## config.mk

```make
export PLATFORM = sky130hd
export DESIGN_NAME = mem_arbiter
export DESIGN_NICKNAME = d
export VERILOG_FILES = /design/src/rtl/mem_arbiter.sv
export SDC_FILE = /design/constraint.sdc
export NUM_CORES = 1
export LEC_CHECK = 0
export CORE_ASPECT_RATIO = 1.5
export CORE_UTILIZATION = 30
export DETAILED_ROUTE_END_ITERATION = 6
export PLACE_DENSITY = 0.88
export SYNTH_ARGS = -nofsm -noshare
export SYNTH_HDL_FRONTEND = slang
export SYNTH_SLANG_ARGS = --single-unit
```

## constraint.sdc

```tcl
create_clock -name clk -period 2.8 [get_ports clk]
set_input_delay 0.56 -clock clk [delete_from_list [all_inputs] [get_ports clk]]
set_output_delay 0.56 -clock clk [all_outputs]
set_load 0.1 [all_outputs]
```

## src/rtl/mem_arbiter.sv

```systemverilog
// Round-robin arbiter: two requesters share one single-port synchronous memory.
// Latency: request seen in IDLE at edge k -> grant after edge k+1; read data valid one cycle after the access.
// Backpressure: a requester waits by holding req until granted; the burst cap (ARB_BURST_LIMIT_EN) bounds the wait to MAX_BURST+1 cycles.
//
// Build option: define ARB_BURST_LIMIT_EN to cap each grant at MAX_BURST consecutive
// accesses when the other side is waiting. Without it a grant is held while its owner
// keeps requesting, and MAX_BURST has no effect.

module mem_arbiter #(
    parameter int ADDR_W    = 8,
    parameter int DATA_W    = 8,
    parameter int MAX_BURST = 16
) (
    input  logic              clk,
    input  logic              rst,

    input  logic              req0,
    input  logic              we0,
    input  logic [ADDR_W-1:0] addr0,
    input  logic [DATA_W-1:0] wdata0,

    input  logic              req1,
    input  logic              we1,
    input  logic [ADDR_W-1:0] addr1,
    input  logic [DATA_W-1:0] wdata1,

    output logic              gnt0,
    output logic              gnt1,
    output logic              rvalid0,
    output logic              rvalid1,
    output logic [DATA_W-1:0] rdata,

    output logic              mem_en,
    output logic              mem_we,
    output logic [ADDR_W-1:0] mem_addr,
    output logic [DATA_W-1:0] mem_wdata,
    input  logic [DATA_W-1:0] mem_rdata,

    output logic              busy
);

    typedef enum logic [1:0] {
        IDLE = 2'd0,
        OWN0 = 2'd1,
        OWN1 = 2'd2
    } state_t;

    state_t state;
    state_t state_nxt;

    // Last owner; starts at 1 so requester 0 wins the first tie.
    logic last;
    logic last_nxt;

    // An access cycle is a cycle where the current owner still holds its request.
    logic acc;
    assign acc = ((state == OWN0) && req0) || ((state == OWN1) && req1);

    // Final access of a capped burst.
    logic burst_end;

`ifdef ARB_BURST_LIMIT_EN
    localparam int BW = $clog2(MAX_BURST);
    localparam logic [BW-1:0] BCNT_LAST = BW'(MAX_BURST - 1);

    logic [BW-1:0] bcnt;

    assign burst_end = acc && (bcnt == BCNT_LAST);

    // Burst counter: clear on any grant change, count access cycles, wrap at the cap
    // when the owner keeps the grant because nobody else is waiting.
    always_ff @(posedge clk or posedge rst) begin
        if (rst) begin
            bcnt <= '0;
        end else if (state_nxt != state) begin
            bcnt <= '0;
        end else if (acc) begin
            bcnt <= burst_end ? '0 : bcnt + 1'b1;
        end
    end
`else
    // No cap in this build: MAX_BURST has no role.
    logic unused_max_burst;
    assign unused_max_burst = ^MAX_BURST;
    assign burst_end        = 1'b0;
`endif

    // State and round-robin pointer registers.
    always_ff @(posedge clk or posedge rst) begin
        if (rst) begin
            state <= IDLE;
            last  <= 1'b1;
        end else begin
            state <= state_nxt;
            last  <= last_nxt;
        end
    end

    // Next-state: grant from IDLE, release when the owner drops req, hand over on a capped burst.
    always_comb begin
        state_nxt = state;
        last_nxt  = last;
        case (state)
            IDLE: begin
                if (req0 && req1) begin
                    state_nxt = last ? OWN0 : OWN1;
                end else if (req0) begin
                    state_nxt = OWN0;
                end else if (req1) begin
                    state_nxt = OWN1;
                end
            end
            OWN0: begin
                if (!req0) begin
                    state_nxt = req1 ? OWN1 : IDLE;
                    last_nxt  = 1'b0;
                end else if (burst_end && req1) begin
                    state_nxt = OWN1;
                    last_nxt  = 1'b0;
                end
            end
            OWN1: begin
                if (!req1) begin
                    state_nxt = req0 ? OWN0 : IDLE;
                    last_nxt  = 1'b1;
                end else if (burst_end && req0) begin
                    state_nxt = OWN0;
                    last_nxt  = 1'b1;
                end
            end
            default: begin
                state_nxt = IDLE;
            end
        endcase
    end

    // Memory port mux: the owner's signals during access cycles, all zero otherwise.
    always_comb begin
        mem_en    = acc;
        mem_we    = 1'b0;
        mem_addr  = '0;
        mem_wdata = '0;
        if (acc) begin
            if (state == OWN1) begin
                mem_we    = we1;
                mem_addr  = addr1;
                mem_wdata = wdata1;
            end else begin
                mem_we    = we0;
                mem_addr  = addr0;
                mem_wdata = wdata0;
            end
        end
    end

    // Read-valid strobes follow the read access by one cycle, tagged by who issued it.
    always_ff @(posedge clk or posedge rst) begin
        if (rst) begin
            rvalid0 <= 1'b0;
            rvalid1 <= 1'b0;
        end else begin
            rvalid0 <= acc && (state == OWN0) && !we0;
            rvalid1 <= acc && (state == OWN1) && !we1;
        end
    end

    assign gnt0  = (state == OWN0);
    assign gnt1  = (state == OWN1);
    assign busy  = (state != IDLE);
    assign rdata = mem_rdata;

endmodule

```

; Word-level counts from Yosys, hierarchy flattened
; Cells that the tools add are included.
[totals]
ff_bits = 5
latchBits = 0
ramBits = 0
rom_bits = 0
inputBits = 46
out_inout_bits = 31
elab_cells = 42
memories = 0
[classes]
addsub = 0
multipliers = 0
div_mod_pow = 0
n_lt_le_gt_ge = 0
eq_ne = 5
n_shift = 0
muxes = 18
bitwise = 0
n_reduce_logical = 15
[op_table]
columns = operator, n
row1 = 8-bit two-way mux, 4
row2 = 2-bit two-way mux, 7
row3 = 1-bit logical AND, 7
row4 = 2-bit case mux with 3 select lines, 1
row5 = 3-bit AND reduction, 2
row6 = 1-bit two-way mux, 5
row7 = 2-bit != test (second input constant), 2
row8 = 4-bit != test (second input constant), 1
row9 = 2-bit nonzero test, 2
row10 = 2-bit by 1-bit equality test with 1-bit output (second input constant), 1
row11 = 2-bit equality test (second input constant), 1
row12 = 1-bit logical NOT, 2
row13 = 2-bit logical NOT, 1
row14 = 1-bit case mux with 2 select lines, 1
row15 = 1-bit logical OR, 1

; Logic depth before layout (Yosys ltp)
[depth]
word_depth = 5
depth_mapped = 6
ltp_nobuf = 3

; Worst setup path after synthesis
; Ideal clock, no wire load.
[synth_timing]
path_type = in2out
start = input port req0
end = output port mem_en
arrival_ps = 2508
required_time_ps = 2240
path_slack_ps = -268
stages = 4
path_buffers = 2
cell_sequence = nand2b_1 > buf_2 > buf_4 > mux2i_1
[synth_via]
elab_chain_cells = 2
[synth_lines]
columns = item, line_no
row1 = start: declaration, 17  ; input logic req0,
row2 = 1-bit logical AND, 57  ; assign acc = ((state == OWN0) && req0) || ((state == OWN1) && req1);
row3 = 1-bit logical OR, 57
row4 = end: declaration, 33  ; output logic mem_en,
; Every way passes these cells.

; Worst setup path in the final report
[layout_timing]
start = input port req1
end = output port mem_wdata[7]
[layout_via]
elab_chain_cells = 3
[layout_lines]
columns = item, line_no
row1 = start: declaration, 22  ; input logic req1,
row2 = 1-bit logical AND, 57
row3 = 1-bit logical OR, 57
row4 = 8-bit two-way mux, 143  ; if (acc) begin
row5 = end: declaration, 36  ; output logic [DATA_W-1:0] mem_wdata,
; Every way passes these cells.

==> run summary <==
Synth area leaders: o22ai_2 17%, dfrtp_1 14%, nand2_1 13%
CP max FO: 17
CTS H-tree lvls: 1
Cell Pwr Density: 549.9 nW/um^2
Worst-Skew Late Latency: 0.24 ns
Yosys cell types: 25
Peak Freq: 405.4 MHz
CP max-delay cell: clkdlybuf4s50_1
Fill count: 166
Dpl cells: 162
Primary FF master, synth: dfrtp_1
First drt pass iteration count: 4
Post-CTS Hold Buffers: 0
Sequential cell area fraction in the yosys report: 17.63%
Gr usage total: 15.81%
Die Wd: 41.92 microns
CTS tree: built
First-pass GRT wire length: 3215 microns
Mapped Nets: 140
Skew final: 0.0009407 ns
Final nets: 190
Post-CTS Setup Bufs: 0
FP Rows: 21
Clk slew on worst S/H paths: 0.04 ns
Total number of vias: 823
Largest stage delay on the critical path: 0.53 ns
Fin cells: 166
Iter 0 DRT Violations: 11
Commonest non-fill, non-tap cell in the layout: clkdlybuf4s50_1
Final ANT Viol Nets: 0
Post-DP HPWL: 1740 microns
Post-Syn Area: 716.9 sq um
Syn Inst Count: 94
Syn Area/Cell: 7.627 sq um
Slew margin rel.: 67.20%
Setup_tns: 0 ns
Pleak: 0.5788 nW
Longest Clk Path Bufs: 2
Die Height: 61.87 microns
Hold Vio Cnt, Final: 0
# DRC: 0
Tmin final: 2.467 ns
Sw Pwr: 0.0004444 W
Most frequent cells in the layout: 37 x clkdlybuf4s50_1, 25 x nand2_1, 21 x buf_12
Grt total ovfl: 0
Largest area contributor in the netlist: o22ai_2
Initial Utilization: 32.10%
Required time worst endpoint: 2.24 ns
Layout cells sized above 1: 42.66%
Vias in the first global route: 762
Final Cycle Share: 88.09%
DR vias/cell: 4.958
Setup crit start kind: input port
Area grow syn2layout: 109.8%
VDD IR max: 0.2763 mV
Initial antenna violation count: 0
Sequence of cells on the critical path: clkdlybuf4s50_1 -> and2_4 -> nand2_1 -> o22ai_2 -> buf_12
Largest net degree at the start of global routing: 45
R2R depth: 4
CTS sink cnt: 5
Wire per inst: 12.89 microns
Root Driver: clkbuf_4
Hold Path Class: input port to async pin
Status: completed
Routed Wire Length: 2139 microns
Cts bufs inserted: 3
Post_cts resized: 0
Crit Path Class: input port to output port
Asr flop ratio synth: 100.0%
GP Congestion: 0.7359
Antenna diodes: 0
Synth top area share: 17.45%
Worst-Margin Slew: 0.4921 ns
Register bit total from synthesis: 5
RSZ-0062 raised after global routing: false
Max_cap viols: 0
Switching part of the total: 53.73%
Number of synthesized flops with an enable pin: 0
Arr. time, crit path: 1.91 ns
CP endpoint kind: output port
Seq pwr share: 11.9%
I/O pins: 77
Cell Int Power: 0.0003826 W
Number of buffers added on ports: 60
Combinational Power Share: 78.0%
Clk pwr share: 10.1%
Die ar.: 2593 sq um
Final count of negative-setup-slack endpoints: 0
Final-report max-slew violation count: 0
Placeable core region: 2233 sq um
Yosys warns: 0
## power by group through the flow
stage / Combinational [W] / Clock, W / Sequential (W)
finish: 0.000645 / 0.0000834 / 0.0000985
global route: 0.000669 / 0.0000950 / 0.000100
CTS: 0.000650 / 0.0000869 / 0.0000980
detailed placement: 0.000649 / 0 / 0.0000987
global placement: 0.000640 / 0 / 0.0000975
floorplan: 0.000480 / 0 / 0.000103
## worst max-delay path: cells and delay by family
family	cells	cell delay (ns)
AND/OR/NAND/NOR	2	0.44
buffers and inverters	2	0.73
AO/OA/AOI/OAI	1	0.17
## cell families (layout without fill, tap and decap cells)
| group | Yosys count | after routing | share of synthesized area (%) |
|---|---|---|---|
| buffers and inverters | 20 | 69 | 21.12 |
| AOI/OAI and AO/OA | 22 | 22 | 27.75 |
| DFF | 5 | 5 | 17.63 |
| and+or+nand+nor | 46 | 46 | 32.11 |
| muxes | 1 | 1 | 1.396 |
## per-layer routing
layer  GRT usage [%]  vias to the layer above  routed length (microns)
met2           31.03                       44                     1167
li1                -                      403                        -
met3           4.335                        2                      202
met5               0                        -                        0
met1           16.29                      374                      763
met4           5.069                        0                        5
## cell usage after synthesis (2+ instances only)
master and count:
o22ai_1 8, inv_1 2, o22ai_2 10, nand2_2 10, o21ai_0 2, nor2_1 2, and2b_1 2, nand2_1 25
buf_4 9, dfrtp_1 4, buf_2 6
## per-stage QoR
step	hold slack, ns	area [sq um]	utilization [%]	power, W	setup WS (ns)
5_1_grt	0.5333	1504	67.34	0.0008644	0.2705
2_1_floorplan	0.3378	764.5	-	0.0005833	0.2267
6_report	0.5244	1504	67.34	0.0008270	0.3333
3_5_place_dp	0.5441	1478	66.16	0.0007476	0.3283
4_1_cts	0.5310	1504	67.34	0.0008345	0.3214
3_3_place_gp	0.4899	1478	66.16	0.0007370	0.3644
## final timing paths
path / start / end / slack [ns]
worst max-delay path: req1 / mem_wdata[7] / 0.33
worst min-delay path: rst / state[0] / 0.52
worst max register to register: state[0] / state[0] / 1.63
worst min register to register: last / last / 0.54
max in group asynchronous: rst / last / 2.04
min in group clk: last / last / 0.54
## sequential cells by signal, indices dropped and copies added (netlist names)
name / flops
state: 2
last: 1
rvalid0: 1
rvalid1: 1
## area by class of cell
cell class	count	area, sq um	area share [%]
Clock buffer	4	26.28	1.747
Inverter	2	7.507	0.4992
Multi-Input combinational cell	69	486.7	32.36
Sequential cell	5	126.4	8.403
Tap cell	23	28.78	1.913
Timing Repair Buffer	63	828.3	55.07
No activity file was read; power rests on OpenSTA's default activity.
